[src/rtl/food_row_fetcher.sv]
// Food map row fetcher: pulls one map row per line into a line buffer and emits a registered pellet mask.
// Optional pellet blinking is compiled in with `define FOOD_BLINK_EN.
module food_row_fetcher #(
  parameter int RATIO        = 16,
  parameter int MAP_COLS     = 80,
  parameter int MAP_ROWS     = 45,
  parameter int READ_LATENCY = 2,
  parameter int DOT_LO       = 6,
  parameter int DOT_HI       = 9,
  parameter int BLINK_FRAMES = 32
) (
  input  logic                clk,
  input  logic                rst,
  input  logic                line_start,
  input  logic [9:0]          next_line_y,
  input  logic                frame_start,
  input  logic                video_active,
  input  logic [10:0]         pixel_x,
  input  logic [9:0]          pixel_y,
  input  logic [MAP_COLS-1:0] food_row,
  output logic [5:0]          food_map_read_y,
  output logic                food_pixel,
  output logic                fetch_busy
);

  // RATIO is a power of two, so tile division and modulo reduce to shifts and slices.
  localparam int RS  = $clog2(RATIO);
  localparam int CW  = $clog2(READ_LATENCY + 1);
  localparam int CIW = $clog2(MAP_COLS);

  localparam logic [1:0] S_IDLE    = 2'd0;
  localparam logic [1:0] S_WAIT    = 2'd1;
  localparam logic [1:0] S_CAPTURE = 2'd2;

  logic [1:0]          state;
  logic [CW-1:0]       wait_cnt;
  logic [MAP_COLS-1:0] line_buf;
  logic [9:0]          row;
  logic                row_on_map;

  assign row        = next_line_y >> RS;
  assign row_on_map = row < 10'(MAP_ROWS);

  // Fetch control: a new line_start always wins, aborting any fetch in flight.
  always_ff @(posedge clk) begin
    if (rst) begin
      state           <= S_IDLE;
      wait_cnt        <= '0;
      food_map_read_y <= '0;
      fetch_busy      <= 1'b0;
      line_buf        <= '0;
    end else if (line_start) begin
      if (row_on_map) begin
        food_map_read_y <= row[5:0];
        wait_cnt        <= CW'(READ_LATENCY);
        state           <= S_WAIT;
        fetch_busy      <= 1'b1;
      end else begin
        line_buf   <= '0;
        state      <= S_IDLE;
        fetch_busy <= 1'b0;
      end
    end else begin
      case (state)
        S_WAIT: begin
          wait_cnt <= wait_cnt - 1'b1;
          if (wait_cnt == CW'(1)) state <= S_CAPTURE;
        end
        S_CAPTURE: begin
          line_buf   <= food_row;
          fetch_busy <= 1'b0;
          state      <= S_IDLE;
        end
        default: state <= S_IDLE;
      endcase
    end
  end

  logic [10:0]    col_full;
  logic           col_ok;
  logic [CIW-1:0] col;
  logic [RS-1:0]  ox;
  logic [RS-1:0]  oy;
  logic           ox_in;
  logic           oy_in;
  logic           blink_on;

  assign col_full = pixel_x >> RS;
  assign col_ok   = col_full < 11'(MAP_COLS);
  assign col      = col_ok ? col_full[CIW-1:0] : '0;
  assign ox       = pixel_x[RS-1:0];
  assign oy       = pixel_y[RS-1:0];
  assign ox_in    = (ox >= RS'(DOT_LO)) && (ox <= RS'(DOT_HI));
  assign oy_in    = (oy >= RS'(DOT_LO)) && (oy <= RS'(DOT_HI));

`ifdef FOOD_BLINK_EN
  logic [7:0] blink_cnt;

  always_ff @(posedge clk) begin
    if (rst) begin
      blink_cnt <= '0;
    end else if (frame_start) begin
      blink_cnt <= (blink_cnt == 8'(2 * BLINK_FRAMES - 1)) ? 8'd0 : blink_cnt + 8'd1;
    end
  end

  assign blink_on = blink_cnt < 8'(BLINK_FRAMES);

  logic unused_bits;
  assign unused_bits = ^{next_line_y[RS-1:0], pixel_y[9:RS]};
`else
  assign blink_on = 1'b1;

  logic unused_bits;
  assign unused_bits = ^{next_line_y[RS-1:0], pixel_y[9:RS], frame_start, BLINK_FRAMES[0]};
`endif

  // Pixel stage: one register between pixel coordinates and the mask.
  always_ff @(posedge clk) begin
    if (rst) begin
      food_pixel <= 1'b0;
    end else begin
      food_pixel <= video_active & col_ok & line_buf[col] & ox_in & oy_in & blink_on;
    end
  end

endmodule
[config.mk]
export PLATFORM = sky130hd
export DESIGN_NAME = food_row_fetcher
export DESIGN_NICKNAME = d
export VERILOG_FILES = /design/src/rtl/food_row_fetcher.sv
export SDC_FILE = /design/constraint.sdc
export NUM_CORES = 1
export LEC_CHECK = 0
export CELL_PAD_IN_SITES_DETAIL_PLACEMENT = 0
export CELL_PAD_IN_SITES_GLOBAL_PLACEMENT = 1
export CORE_MARGIN = 1.5
export CORE_UTILIZATION = 38
export CTS_BUF_LIST = sky130_fd_sc_hd__clkbuf_16
export DETAILED_ROUTE_END_ITERATION = 16
export PLACE_DENSITY = 0.87
export SYNTH_ARGS = -nofsm -noshare
export SYNTH_HDL_FRONTEND = slang
export SYNTH_SLANG_ARGS = --single-unit
[constraint.sdc]
create_clock -name clk -period 3.1 [get_ports clk]
set_clock_uncertainty 0.05 [all_clocks]
set_input_delay 0.775 -clock clk [delete_from_list [all_inputs] [get_ports clk]]
set_output_delay 0.775 -clock clk [all_outputs]
set_load 0.1 [all_outputs]
==> summary.md <==
| Metric | Value |
|---|---|
| Fmax | `382 MHz` |
| Synth Area in XOR/XNOR | `0` |
| Worst Setup Start Kind | `primary input` |
| Synth Area in Adders | `0.00322` |
| Gr busiest metal | `met2` |
| Post-CTS Setup Bufs | `0` |
| Max-cap viol count | `0` |
| Largest family of logic cells by synthesized area | `compound AO/OA/AOI/OAI gates` |
| CP required | `3.25 ns` |
| CP dominant cell by count | `a221o_1` |
| Slowest CP cell | `clkdlybuf4s50_1` |
| Routing usage on met3 | `0.0363` |
| Clock latency on the worst-skew pair | `around 0.33 ns` |
| Routed via count | `between 3000 and 4000` |
| GRT Util Overall | `0.184` |
| Initial core utilization | `0.394` |
| Avg Vias per Cell | `5.41` |
| Flop pwr share | `0.447` |
| I/O pin count | `roughly 120` |
| Avg Inst Size Synth | `around 11 sq um` |
| Post-synth ARST share | `0` |
| Hold_ws | `0.418 ns` |
| Post-synthesis mux area share | `0.0756` |
| Largest net degree at the start of global routing | `~80` |
| Syn nets | `469` |
| Top_reg_cell synth | `dfxtp_1` |
| Clk pwr share | `0.420` |
| Largest cells by area after synthesis | `dfxtp_1 (47%), a22o_1 (18%), mux2i_1 (4.4%)` |
| Total power | `0.00268 W` |
| Area of the mapped netlist | `approximately 0.0039 sq mm` |
| Rows | `36` |
| Final max-slew violation count | `0` |
| Post-synthesis sequential area ratio | `0.473` |
| RePlAce Congestion | `between 0.8 and 0.9` |
| Synth Area in Compound Gates | `0.306` |
| GRT overflow | `0` |
| Core box area | `approximately 0.0099 sq mm` |
| Antenna Nets Post-Route | `0` |
| CTS resizes | `0` |
| Drt drc | `0` |
| Final WL | `just under 10 mm` |
| Leakage | `just over 2 nW` |
| Initial antenna violation count | `0` |
| Area growth from synthesis to layout | `38.1%` |
| Setup TNS | `0 ns` |
| Final setup vio count | `0` |
| Critical Path AT | `around 2.8 ns` |
| Top cell type's share of synthesized area | `0.473` |
| Status | `finished clean` |
| Comb pwr share | `0.133` |
| Top-count cell post-synth | `dfxtp_1` |
| CP cell instances | `clkdlybuf4s50_1 -> o21ai_4 -> nand2_4 -> a221o_1 -> a221o_1 -> a21oi_2 -> a221oi_2` |
| Worst Path Buf+Inv | `1` |
| DR WL/cell | `~17 um` |
| Post-synth EDFFs | `0` |
| Fill count | `~850` |
| Global-route wire length before repair | `around 16 mm` |
| TritonCTS Buffers | `9` |
| Power Internal | `~0.0021 W` |
| Grt met1 use | `0.236` |
| Final Hold Vio Count | `0` |
| Highest net fanout along the worst path | `9` |
| Crit. End Element | `flip-flop` |
| PortBufs | `110` |
| Pwr Density | `around 500 mW/mm^2` |
| Share of cells above drive strength 1 | `0.112` |
| CTS max path bufs | `2` |
| Global Route met2 Usage | `0.307` |
| Clock tree from TritonCTS | `built` |
| Nets | `about 570` |
| Post-synthesis simple-gate area fraction | `0.0885` |
| Slew HR | `0.627` |
| Peak VDD IR | `roughly 0.26 mV` |
| Hold crit path type | `reg2reg` |
| Clock root buffer | `clkbuf_16` |
| Synth top cells by count | `dfxtp_1 (92), a22o_1 (80), nor2_1 (19), mux2i_1 (17), buf_2 (13)` |
| Syn Inst Count | `352` |
| Worst path max stage delay | `about 0.56 ns` |
| H-tree depth | `3` |
| Synth unique cells | `58` |
| Pre-CTS setup slack | `roughly 0.15 ns` |
| Tcrit/Tclk final | `0.845` |
| Hpwl dp | `6.70 mm` |
| Crit Path Class | `in2reg` |
| Die area | `around 0.011 sq mm` |
| Die Height | `104 um` |
| 1st-iter DRT viols | `around 190` |
| Post-layout min period | `~2.6 ns` |
| Unrepaired setup endpoints after global routing | `false` |
| Sw Share | `0.228` |
| # clock sinks | `92` |
| DR pass1 iterations | `4` |
| Net Sw Power | `around 0.00061 W` |
| Delay-heaviest family, CP | `compound AO/OA/AOI/OAI gates` |
| Reg clk slew, reported paths | `approximately 0.06 ns` |
| Number of diodes | `0` |
| FF+latch count, synth | `92` |
| Die Wd | `104 um` |
| Worst Max-Slew Pin Slew | `roughly 0.56 ns` |
| CTS Hold Bufs | `0` |
| Yosys warnings | `0` |
| Setup WS post-layout | `just under 0.5 ns` |
| Post-synth top area cell | `dfxtp_1` |
| Vias in the first global route | `between 3000 and 4000` |
[flip-flops by register name (all words and copies together) (netlist names)]
| register | count |
|---|---|
| line_buf | 80 |
| food_pixel | 1 |
| state | 2 |
| wait_cnt | 2 |
| food_map_read_y | 6 |
| fetch_busy | 1 |
[cells by family (layout without fill, tap and decap cells)]
family	Yosys count	count (layout)
buffers and inverters	35	139
multiplexers	22	22
AO/OA/AOI/OAI	140	140
AND/OR/NAND/NOR	62	62
adder cells (fa/ha/maj)	1	1
flip-flops	92	92
[worst paths after layout]
kind	startpoint	end	slack, ns	cells past startpoint
min	line_buf[5]	line_buf[5]	0.42	1
max	pixel_x[8]	food_pixel	0.48	7
max reg2reg	line_buf[5]	food_pixel	1.42	5
min reg2reg	line_buf[5]	line_buf[5]	0.42	1
[cells in the final DEF, fill, tap and decap left out, types with 3 or more instances in the layout]
cell	Yosys	final
a211oi_1	5	5
a21oi_1	12	12
a221o_1	3	3
a221oi_1	3	3
a22o_1	80	80
a31oi_1	3	3
buf_12	0	4
buf_4	1	12
clkbuf_16	0	9
clkdlybuf4s50_1	0	101
clkinv_1	0	3
dfxtp_1	92	92
inv_1	5	6
mux2i_1	17	17
mux4_1	3	3
nand2_1	7	7
nand2b_1	4	4
nand3_1	7	7
nor2_1	19	19
nor2b_1	3	3
nor3b_1	5	5
o21ai_0	4	4
o22ai_1	4	4
[per-layer routing]
| layer | up-vias | part of all wire |
|---|---|---|
| met1 | 1532 | 0.46 |
| met5 | - | 0 |
| met3 | 11 | 0.036 |
| met4 | 0 | 0.015 |
| met2 | 73 | 0.49 |
| li1 | 1572 | - |
[power groups by stage]
stage / clock network (W) / logic, W / registers (W)
detailed placement: 0 / 0.000356 / 0.00122
global route: 0.00120 / 0.000379 / 0.00120
CTS: 0.00115 / 0.000359 / 0.00120
floorplan: 0 / 0.000136 / 0.00126
finish: 0.00112 / 0.000357 / 0.00120
global placement: 0 / 0.000353 / 0.00122
[cell type report]
type                       count  area (sq um)  share of cell area
clock buffer                   9           225              0.0419
clock inverter                 7          82.6              0.0154
inverter                       5          18.8             0.00349
multi-input combinational    225          1850               0.345
sequential                    92          1840               0.343
tap                          133           166              0.0310
timing repair buffer         118          1190               0.221
[metrics by stage]
step                      instances  instance area (sq um)   util
after floorplan                 352                   3890      -
after global placement          573                   5070  0.514
after detailed placement        573                   5070  0.514
after CTS                       589                   5370  0.545
after global routing            589                   5370  0.545
final                           589                   5370  0.545
Power figures use the tool's default switching activity.
